### src/rtl/io_pwr_seq.sv
// io_pwr_seq: IO-ring supply sequencer; 2-flop sync + debounce of pwr_ok, then staged retention release/pad enables.
// Registered outputs, no backpressure; define IO_PWR_SEQ_FAULT_EN for the sticky supply-loss FAULT state.
`timescale 1ns/1ps
module io_pwr_seq #(
  parameter int DEB_CYC = 8,
  parameter int SEQ_DLY = 4,
  parameter int N_GRP   = 4
) (
  input  logic             clk,
  input  logic             rst,
  input  logic             pwr_ok_raw,
  input  logic             seq_start,
  input  logic             fault_clr,
  output logic [N_GRP-1:0] pad_en,
  output logic             pad_ret,
  output logic             seq_done,
  output logic             pwr_fault
);

  localparam int CMAX = (DEB_CYC > SEQ_DLY) ? DEB_CYC : SEQ_DLY;
  localparam int CW   = $clog2(CMAX + 1);
  localparam logic [CW-1:0] DEB_LAST = CW'(DEB_CYC - 1);
  localparam logic [CW-1:0] SEQ_LAST = CW'(SEQ_DLY - 1);

  typedef enum logic [2:0] {
    S_OFF, S_DEB, S_RET, S_EN, S_UP, S_DOWN, S_FAULT
  } state_t;

  state_t           state_q;
  logic [CW-1:0]    cnt_q;
  logic [N_GRP-1:0] pad_en_q;
  logic             pad_ret_q;
  logic             seq_done_q;
  logic             pwr_fault_q;
  logic             sync1_q;
  logic             pwr_ok_s_q;
  logic             pok_prev_q;

  logic [N_GRP-1:0] pad_en_up_d;
  logic [N_GRP-1:0] pad_en_dn_d;
  logic             fault_trip;
  logic             supply_soft_loss;
  logic             clr_req;
  logic             stop_req;

  always_ff @(posedge clk or posedge rst) begin
    if (rst) begin
      sync1_q    <= 1'b0;
      pwr_ok_s_q <= 1'b0;
      pok_prev_q <= 1'b0;
    end else begin
      sync1_q    <= pwr_ok_raw;
      pwr_ok_s_q <= sync1_q;
      pok_prev_q <= pwr_ok_s_q;
    end
  end

`ifdef IO_PWR_SEQ_FAULT_EN
  assign fault_trip       = !pwr_ok_s_q && (state_q inside {S_RET, S_EN, S_UP, S_DOWN});
  assign supply_soft_loss = 1'b0;
  assign clr_req          = fault_clr;
`else
  // Without the fault state a supply drop just unwinds the ring in order.
  assign fault_trip       = 1'b0;
  assign supply_soft_loss = !pwr_ok_s_q;
  assign clr_req          = 1'b0;
  wire   unused_fault_clr = fault_clr;
`endif

  assign stop_req    = !seq_start || supply_soft_loss;
  assign pad_en_up_d = (pad_en_q << 1) | N_GRP'(1);
  assign pad_en_dn_d = pad_en_q >> 1;

  always_ff @(posedge clk or posedge rst) begin
    if (rst) begin
      state_q     <= S_OFF;
      cnt_q       <= '0;
      pad_en_q    <= '0;
      pad_ret_q   <= 1'b1;
      seq_done_q  <= 1'b0;
      pwr_fault_q <= 1'b0;
    end else begin
      cnt_q <= '0;
      if (fault_trip) begin
        state_q     <= S_FAULT;
        pad_en_q    <= '0;
        pad_ret_q   <= 1'b1;
        seq_done_q  <= 1'b0;
        pwr_fault_q <= 1'b1;
      end else begin
        unique case (state_q)
          S_OFF: begin
            if (pwr_ok_s_q && seq_start) state_q <= S_DEB;
          end
          S_DEB: begin
            // A high cycle counts only once pwr_ok_s was also high on the previous edge.
            if (!seq_start) begin
              state_q <= S_OFF;
            end else if (pwr_ok_s_q && pok_prev_q) begin
              if (cnt_q == DEB_LAST) begin
                state_q   <= S_RET;
                pad_ret_q <= 1'b0;
              end else begin
                cnt_q <= cnt_q + CW'(1);
              end
            end
          end
          S_RET: begin
            if (stop_req) begin
              state_q <= S_DOWN;
            end else if (cnt_q == SEQ_LAST) begin
              state_q  <= S_EN;
              pad_en_q <= N_GRP'(1);
            end else begin
              cnt_q <= cnt_q + CW'(1);
            end
          end
          S_EN: begin
            if (stop_req) begin
              state_q <= S_DOWN;
            end else if (cnt_q == SEQ_LAST) begin
              if (pad_en_q[N_GRP-1]) begin
                state_q    <= S_UP;
                seq_done_q <= 1'b1;
              end else begin
                pad_en_q <= pad_en_up_d;
              end
            end else begin
              cnt_q <= cnt_q + CW'(1);
            end
          end
          S_UP: begin
            if (stop_req) begin
              state_q    <= S_DOWN;
              seq_done_q <= 1'b0;
            end
          end
          S_DOWN: begin
            // Enables are a contiguous run from bit 0, so a right shift drops the highest one.
            if (cnt_q == SEQ_LAST) begin
              if (pad_en_q != '0) begin
                pad_en_q <= pad_en_dn_d;
              end else begin
                state_q   <= S_OFF;
                pad_ret_q <= 1'b1;
              end
            end else begin
              cnt_q <= cnt_q + CW'(1);
            end
          end
          S_FAULT: begin
            if (clr_req) begin
              state_q     <= S_OFF;
              pwr_fault_q <= 1'b0;
            end
          end
          default: state_q <= S_OFF;
        endcase
      end
    end
  end

  assign pad_en    = pad_en_q;
  assign pad_ret   = pad_ret_q;
  assign seq_done  = seq_done_q;
  assign pwr_fault = pwr_fault_q;

endmodule

### config.mk
export PLATFORM = sky130hd
export DESIGN_NAME = io_pwr_seq
export DESIGN_NICKNAME = d
export VERILOG_FILES = /design/src/rtl/io_pwr_seq.sv
export SDC_FILE = /design/constraint.sdc
export NUM_CORES = 1
export LEC_CHECK = 0
export ABC_AREA = 1
export BUFFER_PORTS_ARGS = -buffer_cell sky130_fd_sc_hd__buf_2
export CORE_ASPECT_RATIO = 1.2
export CORE_MARGIN = 8
export CORE_UTILIZATION = 56
export CTS_CLUSTER_DIAMETER = 120
export DETAILED_ROUTE_END_ITERATION = 16
export PLACE_DENSITY = 0.89
export SLEW_MARGIN = 20
export SYNTH_ARGS = -nofsm -noshare
export SYNTH_HDL_FRONTEND = slang
export SYNTH_SLANG_ARGS = --single-unit
### constraint.sdc
create_clock -name clk -period 1.7 [get_ports clk]
set_input_delay 0.255 -clock clk [delete_from_list [all_inputs] [get_ports clk]]
set_output_delay 0.255 -clock clk [all_outputs]
set_load 0.02 [all_outputs]
==> impl_metrics.tcl <==
set metrics [dict create \
    setup_viol 0 \
    final_core_util_pct 61.5 \
    clock-skew-final_ns 0.00311 \
    worst_skew_pair.late_latency_ns 0.29 \
    syn_inst 132 \
    min_period_ns 1.52 \
    dpl.cell_count 157 \
    nets 149 \
    grt_pass1_vias 870 \
    irDropWorstVdd_v 0.000869 \
    critical_path_arrival_ns 1.72 \
    overflow 0 \
    synth_nets 138 \
    clockBufferDepth 2 \
    pin_count 12 \
    worst_ep_required_time_ns 1.90 \
    first_iter_violations 33 \
    holdBufCountCts 0 \
    antenna_found_initial 0 \
    min_period_over_period_pct 89.3 \
    outcome "complete, no violations" \
    die-area_um2 3420 \
    cts_post_setup_buffers_inserted 0 \
    syn_area_per_cell_um2 7.63 \
    grt_max_degree 17 \
    yosys_warnings 0 \
    total_power_mw 1.52 \
    drv_slew 0 \
    place.gp.congestion 0.824 \
    fin_cells 161 \
    critPathKind "flip-flop to flip-flop" \
    placed_area_um2 1050 \
    area_growth_pct 7.83 \
    max_cap_viol_count 0 \
    syn-cell-area_um2 1010 \
    total_switching_power_uw 687 \
    io_buffers 9 \
    layout_commonest_cell "nand2_1" \
    hold_slack_ns 0.00956 \
    dpl.hpwl_um 1500 \
    postLayoutCellArea_um2 1090 \
    power_frac_comb_pct 46.4 \
    seq_power_share_pct 36.4 \
    power.share.clock_pct 17.2 \
    p_leak_nw 0.573 \
    layout_common_cells "nand2_1 (33), nand3_1 (17), dfrtp_1 (15)" \
    cts_sinks 16 \
    start_kind "flip-flop" \
    ys_seq_area_share_pct 39.9 \
    die_h_um 62.5 \
    avgViaCountPerCell 5.43 \
    rsz0062_at_grt "no" \
    post_cts_resized 0 \
    cp_max_fo 8 \
    p_int_uw 832 \
    rr_startpoint "state_q[2]" \
    endpoint_kind "flip-flop" \
    ant_nets 0 \
    grt.total_usage_pct 12.5 \
    initial_core_util_pct 57.1 \
    drcViolationCount 0 \
    cts_tree "built" \
    yosysUniqueCellTypes 28 \
    worstMarginPinSlew_ns 0.601 \
    setup_tns_ns 0 \
    post-place-ws_ns 0.214 \
    grt_pass1_wl_um 3460 \
    synth-seq-cells 16 \
    rr_endpoint "pad_en[2]" \
    power_density_nw_per_um2 1400 \
    hold_viol 0 \
    avgRoutedWirePerCell_um 12.0 \
    fmax_mhz 659 \
    routed_wl_um 1930 \
    vias 874 \
    dr.pass1.iters 4 \
    drive_gt1_share_pct 24.6 \
    die_x_um 54.7 \
    core_area_um2 1770 \
    cts_made_buffers 3 \
    num_rows 17 \
    layout_setup_ws_ns 0.181 \
    p_sw_share_pct 45.2 \
    r2r_cells 7 \
    relSlewSlack_pct 59.9 \
    cts_max_level 1 \
    reg2reg_slack_ns 0.18 \
    hold_path_class "input pin to async pin" \
    antenna-diode-count 0 \
    cts_root_buf "clkbuf_4" \
    path_clk_slew_ns 0.10 \
]
[how the worst max path moves through the flow]
| stage | start | endpoint | slack [ns] | depth (start not counted) |
|---|---|---|---|---|
| floorplan | cnt_q[0] | state_q[1] | 0.40 | 8 |
| global placement | state_q[2] | pad_en[2] | 0.26 | 7 |
| detailed placement | state_q[2] | pad_en[0] | 0.21 | 7 |
| CTS | cnt_q[0] | cnt_q[1] | 0.20 | 6 |
| global route | state_q[2] | pad_en[2] | 0.06 | 7 |
| finish | state_q[2] | pad_en[2] | 0.18 | 7 |
[registers in the layout (all words and copies together), names as in the netlist]
signal	cells
pok_prev_q	1
cnt_q	4
pad_en	4
sync1_q	1
state_q	3
pad_ret	1
seq_done	1
pwr_ok_s_q	1
[cells by family after synthesis]
kind of cell / count (synthesis) / synth area share, %
xor gates and xnor gates: 2 / 1.74
buffers and inverters: 19 / 8.82
other: 1 / 0.372
AOI/OAI and AO/OA: 14 / 8.95
adders and majority gates: 1 / 1.24
DFF: 16 / 39.9
and+or+nand+nor: 79 / 39.0
[synth_stat cells, drive strengths merged]
cell    number  area share, %
o31ai        1           0.75
nor3         1           0.50
buf          3            2.6
a21boi       1            1.1
nand2       43             20
inv         16            6.2
dfrtp       15             37
ha           1            1.2
o211ai       1           0.75
o22ai        1           0.62
nor2        17            8.6
xor2         1           0.87
o21ai        7            3.9
xnor2        1           0.87
nand3       18            9.4
a21oi        3            1.9
conb         1           0.37
dfstp        1            2.6
[cell type report]
type                            instances  area [um^2]
Sequential cell                        16          402
Tap cell                               19         23.8
Inverter                               16         62.6
Timing Repair Buffer                    9         45.0
Clock buffer                            4         36.3
Multi-Input combinational cell         97          517
Fill cell                             154          679
[power groups by stage]
stage / Combinational (mW) / Sequential (mW) / Clock [mW]
3_3_place_gp: 0.677 / 0.553 / 0
4_1_cts: 0.705 / 0.552 / 0.262
3_5_place_dp: 0.702 / 0.560 / 0
6_report: 0.704 / 0.553 / 0.262
2_1_floorplan: 0.604 / 0.546 / 0
5_1_grt: 0.793 / 0.568 / 0.278
[layer usage]
metal  share of wire, %  track usage [%]
met1                 43             13.6
met2                 51             21.4
met3                3.8             2.14
met4                1.9             6.17
met5                  0                0
[worst max-delay path: stages (launching register included)]
cell,delay [ns]
dfrtp_1,0.57
nand3_2,0.20
inv_4,0.13
nand2_4,0.08
a21boi_2,0.23
nand2_2,0.10
nand2_1,0.06
nand2_1,0.04
No activity file was read; power rests on OpenSTA's default activity.
